==> config.mk <==
export PLATFORM = sky130hd
export DESIGN_NAME = grid_pixel_pipeline_flat
export DESIGN_NICKNAME = d
export VERILOG_FILES = /design/src/rtl/grid_pixel_pipeline_if.sv /design/src/rtl/grid_pixel_pipeline.sv /design/src/flat_wrapper.sv
export SDC_FILE = /design/constraint.sdc
export NUM_CORES = 1
export LEC_CHECK = 0
export BUFFER_PORTS_ARGS = -buffer_cell sky130_fd_sc_hd__buf_2
export CORE_MARGIN = 1.5
export CORE_UTILIZATION = 45
export CTS_CLUSTER_SIZE = 20
export DETAILED_ROUTE_END_ITERATION = 10
export PLACE_DENSITY = 0.72
export SLEW_MARGIN = 0
export SYNTH_ARGS = -nofsm -noshare
export SYNTH_HDL_FRONTEND = slang
export SYNTH_SLANG_ARGS = --single-unit
==> constraint.sdc <==
create_clock -name clk -period 4.1 [get_ports clk]
set_input_delay 0 -clock clk [delete_from_list [all_inputs] [get_ports clk]]
set_output_delay 0 -clock clk [all_outputs]
set_load 0.01 [all_outputs]
==> src/rtl/grid_pixel_pipeline_if.sv <==
// Pixel-stream bundle between the VGA timing side, the board memory and the renderer.
// de_in qualifies each pixel and there is no backpressure: the renderer accepts one pixel every clock.
interface grid_pixel_pipeline_if #(
    parameter int STATE_W = 12
);
    logic [9:0]         x;
    logic [9:0]         y;
    logic               de_in;
    logic               hsync_in;
    logic               vsync_in;
    logic [7:0]         cell_addr;
    logic [STATE_W-1:0] cell_data;
    logic [3:0]         cur_col;
    logic [3:0]         cur_row;
    logic [7:0]         red;
    logic [7:0]         green;
    logic [7:0]         blue;
    logic               de_out;
    logic               hsync_out;
    logic               vsync_out;

    modport master (
        output x, y, de_in, hsync_in, vsync_in, cell_data, cur_col, cur_row,
        input  cell_addr, red, green, blue, de_out, hsync_out, vsync_out
    );

    modport slave (
        input  x, y, de_in, hsync_in, vsync_in, cell_data, cur_col, cur_row,
        output cell_addr, red, green, blue, de_out, hsync_out, vsync_out
    );
endinterface

==> src/rtl/grid_pixel_pipeline.sv <==
// Three-stage VGA board renderer: incremental cell tracking, board memory lookup, RGB888 out.
// Optional cursor blinking is enabled by defining CURSOR_BLINK_EN.
module grid_pixel_pipeline #(
    parameter int COLS         = 10,
    parameter int ROWS         = 10,
    parameter int CELL_W       = 62,
    parameter int CELL_H       = 46,
    parameter int ORIGIN_X     = 10,
    parameter int ORIGIN_Y     = 10,
    parameter int LINE_W       = 5,
    parameter int STATE_W      = 12,
    parameter int DIVIDER_COL  = 5,
    parameter int BLINK_FRAMES = 30
) (
    input logic                  clk,
    input logic                  rst_n,
    grid_pixel_pipeline_if.slave bus
);

    localparam int XW    = $clog2(CELL_W);
    localparam int YW    = $clog2(CELL_H);
    localparam int X_END = ORIGIN_X + COLS * CELL_W + LINE_W;
    localparam int Y_END = ORIGIN_Y + ROWS * CELL_H + LINE_W;

    typedef enum logic [2:0] {
        CLS_OUT,
        CLS_DIV,
        CLS_LINE,
        CLS_CURSOR,
        CLS_CELL
    } pix_cls_t;

    logic [31:0]   x_w;
    logic [31:0]   y_w;
    logic          frame_start;

    logic [XW-1:0] col_off_q, col_off_c;
    logic [4:0]    col_idx_q, col_idx_c;
    logic [YW-1:0] row_off_q, row_off_c;
    logic [4:0]    row_idx_q, row_idx_c;
    logic          synced_q, synced_c;
    logic [3:0]    cur_col_q, cur_row_q;

    logic          in_x, in_y;
    logic          col_line, row_line, closing_line;
    logic          divider_hit, cursor_ok, cursor_hit;
    pix_cls_t      cls_c, cls1, cls2;
    logic [7:0]    addr_c;

    logic [2:0]    de_pipe, hs_pipe, vs_pipe;
    logic [23:0]   rgb_c;
    logic [3:0]    r4, g4, b4;
    logic          cursor_visible;

    assign x_w         = {22'd0, bus.x};
    assign y_w         = {22'd0, bus.y};
    assign frame_start = bus.de_in && (bus.x == 10'd0) && (bus.y == 10'd0);

    // The *_c values describe the pixel currently on x/y; the *_q registers hold the previous one.
    always_comb begin
        col_off_c = col_off_q;
        col_idx_c = col_idx_q;
        if (bus.de_in) begin
            if (x_w == ORIGIN_X) begin
                col_off_c = '0;
                col_idx_c = '0;
            end else if (col_off_q == XW'(CELL_W - 1)) begin
                col_off_c = '0;
                col_idx_c = col_idx_q + 5'd1;
            end else begin
                col_off_c = col_off_q + XW'(1);
            end
        end
    end

    always_comb begin
        row_off_c = row_off_q;
        row_idx_c = row_idx_q;
        if (bus.de_in && (bus.x == 10'd0)) begin
            if (y_w == ORIGIN_Y) begin
                row_off_c = '0;
                row_idx_c = '0;
            end else if (row_off_q == YW'(CELL_H - 1)) begin
                row_off_c = '0;
                row_idx_c = row_idx_q + 5'd1;
            end else begin
                row_off_c = row_off_q + YW'(1);
            end
        end
    end

    // Counters are meaningless after a mid-frame reset until the next frame start.
    assign synced_c = synced_q | frame_start;

    always_ff @(posedge clk or negedge rst_n) begin
        if (!rst_n) begin
            col_off_q <= '0;
            col_idx_q <= '0;
            row_off_q <= '0;
            row_idx_q <= '0;
            synced_q  <= 1'b0;
            cur_col_q <= '0;
            cur_row_q <= '0;
        end else begin
            col_off_q <= col_off_c;
            col_idx_q <= col_idx_c;
            row_off_q <= row_off_c;
            row_idx_q <= row_idx_c;
            synced_q  <= synced_c;
            if (frame_start) begin
                cur_col_q <= bus.cur_col;
                cur_row_q <= bus.cur_row;
            end
        end
    end

    // Stage 1 classification of the current pixel.
    always_comb begin
        in_x         = (x_w >= ORIGIN_X) && (x_w < X_END);
        in_y         = (y_w >= ORIGIN_Y) && (y_w < Y_END);
        col_line     = 32'(col_off_c) < LINE_W;
        row_line     = 32'(row_off_c) < LINE_W;
        closing_line = (32'(col_idx_c) == COLS) || (32'(row_idx_c) == ROWS);
        divider_hit  = (DIVIDER_COL != 0) && (32'(col_idx_c) == DIVIDER_COL) && col_line;
        cursor_ok    = (32'(cur_col_q) < COLS) && (32'(cur_row_q) < ROWS);
        cursor_hit   = cursor_ok
                    && (col_idx_c == {1'b0, cur_col_q})
                    && (row_idx_c == {1'b0, cur_row_q})
                    && ((32'(col_off_c) < 2 * LINE_W) || (32'(col_off_c) >= CELL_W - LINE_W)
                     || (32'(row_off_c) < 2 * LINE_W) || (32'(row_off_c) >= CELL_H - LINE_W));
        addr_c       = 8'(32'(row_idx_c) * COLS + 32'(col_idx_c));

        cls_c = CLS_CELL;
        if (!bus.de_in || !synced_c || !in_x || !in_y) begin
            cls_c = CLS_OUT;
        end else if (divider_hit) begin
            cls_c = CLS_DIV;
        end else if (col_line || row_line || closing_line) begin
            cls_c = CLS_LINE;
        end else if (cursor_hit) begin
            cls_c = CLS_CURSOR;
        end
    end

`ifdef CURSOR_BLINK_EN
    localparam int BW = $clog2(BLINK_FRAMES + 1);

    logic [BW-1:0] blink_cnt;
    logic          blink_vis;
    logic          cursor_moved;

    assign cursor_moved   = (bus.cur_col != cur_col_q) || (bus.cur_row != cur_row_q);
    assign cursor_visible = blink_vis;

    // The first frame after reset and every cursor move restart the blink with the cursor shown.
    always_ff @(posedge clk or negedge rst_n) begin
        if (!rst_n) begin
            blink_cnt <= '0;
            blink_vis <= 1'b1;
        end else if (frame_start) begin
            if (!synced_q || cursor_moved) begin
                blink_cnt <= '0;
                blink_vis <= 1'b1;
            end else if (32'(blink_cnt) + 1 == BLINK_FRAMES) begin
                blink_cnt <= '0;
                blink_vis <= ~blink_vis;
            end else begin
                blink_cnt <= blink_cnt + BW'(1);
            end
        end
    end
`else
    assign cursor_visible = 1'b1;
`endif

    // Stage 3 colour; cell_data arrives for the pixel now held in stage 2.
    assign r4 = bus.cell_data[STATE_W-1 -: 4];
    assign g4 = bus.cell_data[STATE_W-5 -: 4];
    assign b4 = bus.cell_data[STATE_W-9 -: 4];

    always_comb begin
        rgb_c = 24'h000000;
        case (cls2)
            CLS_OUT:    rgb_c = 24'h000000;
            CLS_DIV:    rgb_c = 24'h00FF00;
            CLS_LINE:   rgb_c = 24'hFFFFFF;
            CLS_CURSOR: rgb_c = cursor_visible ? 24'hFFFF00 : {r4, r4, g4, g4, b4, b4};
            CLS_CELL:   rgb_c = {r4, r4, g4, g4, b4, b4};
            default:    rgb_c = 24'h000000;
        endcase
        if (!de_pipe[1]) begin
            rgb_c = 24'h000000;
        end
    end

    always_ff @(posedge clk or negedge rst_n) begin
        if (!rst_n) begin
            cls1          <= CLS_OUT;
            cls2          <= CLS_OUT;
            bus.cell_addr <= '0;
            de_pipe       <= 3'b000;
            hs_pipe       <= 3'b111;
            vs_pipe       <= 3'b111;
            bus.red       <= '0;
            bus.green     <= '0;
            bus.blue      <= '0;
        end else begin
            cls1          <= cls_c;
            bus.cell_addr <= addr_c;
            cls2          <= cls1;
            de_pipe       <= {de_pipe[1:0], bus.de_in};
            hs_pipe       <= {hs_pipe[1:0], bus.hsync_in};
            vs_pipe       <= {vs_pipe[1:0], bus.vsync_in};
            bus.red       <= rgb_c[23:16];
            bus.green     <= rgb_c[15:8];
            bus.blue      <= rgb_c[7:0];
        end
    end

    assign bus.de_out    = de_pipe[2];
    assign bus.hsync_out = hs_pipe[2];
    assign bus.vsync_out = vs_pipe[2];

endmodule

==> src/flat_wrapper.sv <==
// flat-port wrapper written by rule: the top's interface ports become plain ports
module grid_pixel_pipeline_flat 
#(
    parameter int COLS         = 10,
    parameter int ROWS         = 10,
    parameter int CELL_W       = 62,
    parameter int CELL_H       = 46,
    parameter int ORIGIN_X     = 10,
    parameter int ORIGIN_Y     = 10,
    parameter int LINE_W       = 5,
    parameter int STATE_W      = 12,
    parameter int DIVIDER_COL  = 5,
    parameter int BLINK_FRAMES = 30
)
  (clk, rst_n, bus_x, bus_y, bus_de_in, bus_hsync_in, bus_vsync_in, bus_cell_data, bus_cur_col, bus_cur_row, bus_cell_addr, bus_red, bus_green, bus_blue, bus_de_out, bus_hsync_out, bus_vsync_out);
  grid_pixel_pipeline_if #(.STATE_W(STATE_W)) bus_i ();
  input logic clk;
  input logic rst_n;
  input wire logic [$bits(bus_i.x)-1:0] bus_x;
  input wire logic [$bits(bus_i.y)-1:0] bus_y;
  input wire logic [$bits(bus_i.de_in)-1:0] bus_de_in;
  input wire logic [$bits(bus_i.hsync_in)-1:0] bus_hsync_in;
  input wire logic [$bits(bus_i.vsync_in)-1:0] bus_vsync_in;
  input wire logic [$bits(bus_i.cell_data)-1:0] bus_cell_data;
  input wire logic [$bits(bus_i.cur_col)-1:0] bus_cur_col;
  input wire logic [$bits(bus_i.cur_row)-1:0] bus_cur_row;
  output wire logic [$bits(bus_i.cell_addr)-1:0] bus_cell_addr;
  output wire logic [$bits(bus_i.red)-1:0] bus_red;
  output wire logic [$bits(bus_i.green)-1:0] bus_green;
  output wire logic [$bits(bus_i.blue)-1:0] bus_blue;
  output wire logic [$bits(bus_i.de_out)-1:0] bus_de_out;
  output wire logic [$bits(bus_i.hsync_out)-1:0] bus_hsync_out;
  output wire logic [$bits(bus_i.vsync_out)-1:0] bus_vsync_out;
  assign bus_i.x = bus_x;
  assign bus_i.y = bus_y;
  assign bus_i.de_in = bus_de_in;
  assign bus_i.hsync_in = bus_hsync_in;
  assign bus_i.vsync_in = bus_vsync_in;
  assign bus_i.cell_data = bus_cell_data;
  assign bus_i.cur_col = bus_cur_col;
  assign bus_i.cur_row = bus_cur_row;
  assign bus_cell_addr = bus_i.cell_addr;
  assign bus_red = bus_i.red;
  assign bus_green = bus_i.green;
  assign bus_blue = bus_i.blue;
  assign bus_de_out = bus_i.de_out;
  assign bus_hsync_out = bus_i.hsync_out;
  assign bus_vsync_out = bus_i.vsync_out;
  grid_pixel_pipeline #(.COLS(COLS), .ROWS(ROWS), .CELL_W(CELL_W), .CELL_H(CELL_H), .ORIGIN_X(ORIGIN_X), .ORIGIN_Y(ORIGIN_Y), .LINE_W(LINE_W), .STATE_W(STATE_W), .DIVIDER_COL(DIVIDER_COL), .BLINK_FRAMES(BLINK_FRAMES)) u_core (.clk(clk), .rst_n(rst_n), .bus(bus_i));
endmodule
==> results by group <==
Die
  • Die Ht: between 90 and 100 um
  • Initial Util: 0.467
  • Core footprint: 8260 um^2
  • Num rows: 33
  • I/O Pins: 80
  • Die Width: 95.6 um
  • Die area: between 9000 and 10000 um^2

Clock tree
  • Clock-pin slew on the worst setup and hold paths: around 0.080 ns
  • TritonCTS clock tree: built
  • H-tree depth: 3
  • Cts bufs inserted: 9
  • Clock root buffer: clkbuf_8
  • Clk Latency, worst-skew pair: 0.35 ns
  • CTS Buffer Depth: 2
  • Clock sink total: 65
  • Post-CTS setup buffers: 0

STA
  • Peak Freq: 268 MHz
  • Setup violations, final: 0
  • Min Tclk post-route: 3.73 ns
  • Slew headroom: 0.451
  • Setup TNS: 0 ns
  • Final-report max-slew violation count: 0
  • Worst-Margin Slew: 0.824 ns
  • Maximum clock skew at final layout: 0.00869 ns
  • Count of final hold-check violations: 0
  • RSZ-0062 raised after global routing: false
  • Crit share post-route: 0.909

Worst setup path
  • WS Path Type: primary input to flip-flop
  • Worst endpoint required time: 4.38 ns
  • Crit. End Element: flip-flop
  • Worst path arrival time: roughly 4.0 ns
  • Worst-path maximum fanout: 11
  • Reg-to-reg startpoint: u_core.row_off_q[0]
  • Worst Setup Start Kind: primary input
  • Crit path launch: bus_de_in

Cells and area
  • Final nets: 565
  • Final core occ: 0.578
  • Area Overhead vs Synth: 23.8%
  • # diodes: 0
  • Layout cells sized above 1: 0.262

Detailed routing
  • Final WL: 9.41 mm
  • First-pass iteration count of the detailed router: 5
  • Routed len/inst: 15.4 um
  • Vias: 3395
  • Remaining DRCs: 0
  • 1st-iter DRT viols: 176
  • Final ANT Viol Nets: 0
  • Via density: 5.55

Logic synthesis
  • Top post-synthesis cells by area: dfrtp_1, ha_1, dfstp_2
  • Post-Syn Instances: 403
  • Most frequent cells after synthesis: dfrtp_1, nor2_1, nand2_1, o21ai_0, a21oi_1
  • Syn_area_per_cell: between 9 and 10 um^2
  • Synth Register Bits: 65
  • Post-synth top area cell: dfrtp_1
  • Yosys warnings: 0
  • Cell variety after synth: 64
  • Post-synth EDFFs: 0
  • Most numerous cell in the Yosys netlist: dfrtp_1
  • Sequential fraction of the synthesis area: 0.424
  • Async S/R FF share, synth: 1.00
  • Mapped cell area: 3860 um^2
  • Post-synth top area share: 0.383
  • Syn nets: around 470
  • Main synth FF type: dfrtp_1

Placed design
  • Port Buf Inserts: 79
  • Gpl congestion: 0.913
  • DP Wirelength: about 6.7 mm

Power
  • Max IR drop VDD: ~0.18 mV
  • Pwr dens: 338 nW/um^2
  • Leak pwr: approximately 2.2 nW

GRT
  • Initial antenna violation count: 0
  • GRT Residual Overflow: 0
  • Largest net degree at the start of global routing: 66
  • GRT Total Usage: 0.218
  • First-pass GRT wire length: 15.3 mm
  • Vias in the first global route: 3310

Outcome
  • Status: completed

Flow run
  • Max cap viols: 0

Hold path
  • Worst Hold Launch: bus_x[9]
  • Worst Hold Class: primary input to flip-flop
placed cells by master (no fill, tap or decap), types with 6 or more instances in the layout:
cell           instances
a21o_1                 9
a21oi_1               24
buf_2                 79
buf_4                 12
clkbuf_8               9
dfrtp_1               59
dfstp_2                6
dlygate4sd3_1         24
ha_1                  16
inv_1                 16
nand2_1               27
nand3_1               13
nand4_1                9
nor2_1                29
nor2b_1               13
nor3_1                 6
nor4_1                 8
o21ai_0               25
or3_1                  6
xnor2_1                8
xor2_1                 9
area by class of cell:
type | instances | area (um^2)
Clock inverter | 7 | 80.1
Sequential cell | 65 | 1630
Inverter | 16 | 60.1
Timing Repair Buffer | 115 | 726
Clock buffer | 9 | 124
Tap cell | 105 | 131
Multi-Input combinational cell | 295 | 2020
Fill cell | 741 | 3480
worst paths after layout:
check / to / cells after the start / slack, ns
setup / recovery: u_core.bus.cell_addr[7] / 13 / 0.37
hold / removal: u_core.cls1[0] / 4 / 0.03
setup reg to reg: u_core.bus.cell_addr[7] / 12 / 0.61
hold reg to reg: u_core.de_pipe[1] / 0 / 0.34
max in group asynchronous: u_core.bus.cell_addr[6] / 3 / 3.18
min in group asynchronous: u_core.bus.blue[3] / 3 / 0.38
state kept, by name, indices dropped and copies added, names as in the netlist, 4 cells and up:
signal,flops
u_core.bus.cell_addr,7
u_core.col_off_q,6
u_core.row_off_q,6
u_core.col_idx_q,5
u_core.row_idx_q,5
u_core.bus.blue,4
u_core.bus.green,4
u_core.bus.red,4
u_core.cur_col_q,4
u_core.cur_row_q,4
layer usage:
| metal | routed length, um | vias to the layer above | track usage |
|---|---|---|---|
| li1 | - | 1665 | - |
| met1 | 4020 | 1597 | 0.268 |
| met2 | 4580 | 123 | 0.379 |
| met3 | 690 | 10 | 0.0478 |
| met4 | 117 | 0 | 0.0699 |
| met5 | 0 | - | 0 |
through the flow:
| step | area [um^2] | total power, W | worst slack [ns] | instances | hold WS [ns] |
|---|---|---|---|---|---|
| final | 4780 | 0.00162 | 0.374 | 612 | 0.0337 |
| after global routing | 4780 | 0.00171 | 0.0467 | 612 | 0.0475 |
| after CTS | 4780 | 0.00163 | 0.399 | 612 | 0.0239 |
| after detailed placement | 4330 | 0.00104 | 0.441 | 572 | 0.108 |
| after global placement | 4330 | 0.00103 | 0.482 | 572 | 0.116 |
| after floorplan | 3860 | 0.000950 | 0.794 | 403 | -0.296 |
cell families after synthesis:
| group | Yosys count | synth area share |
|---|---|---|
| compound gates | 99 | 0.174 |
| flops | 65 | 0.424 |
| buf+inv | 43 | 0.0558 |
| xor+xnor | 17 | 0.0386 |
| fa+ha+maj | 18 | 0.0623 |
| mux | 5 | 0.0146 |
| simple gates | 156 | 0.232 |
critical path: stages:
cell,delay [ns]
dlygate4sd3_1,0.52
buf_2,0.12
or4b_1,0.53
or4_1,0.64
o2bb2ai_1,0.23
or2_2,0.37
ha_1,0.28
ha_1,0.21
inv_1,0.08
fa_1,0.46
nor3_1,0.24
xor2_1,0.20
xnor2_1,0.13
timing repair:
action | 4_1_cts | 5_1_grt
endpoints found under the hold margin | 82 | 0
hold buffers | 24 | 0
gates resized for setup | 0 | 0
power breakdown:
group | internal [W] | total, W | switching (W) | leakage, nW
logic | 0.000145 | 0.000315 | 0.000170 | 1.30
clock network | 0.000287 | 0.000561 | 0.000275 | 0.101
registers | 0.000683 | 0.000739 | 0.0000565 | 0.785
total | 0.00111 | 0.00162 | 0.000501 | 2.19
No activity file was read; power rests on OpenSTA's default activity.
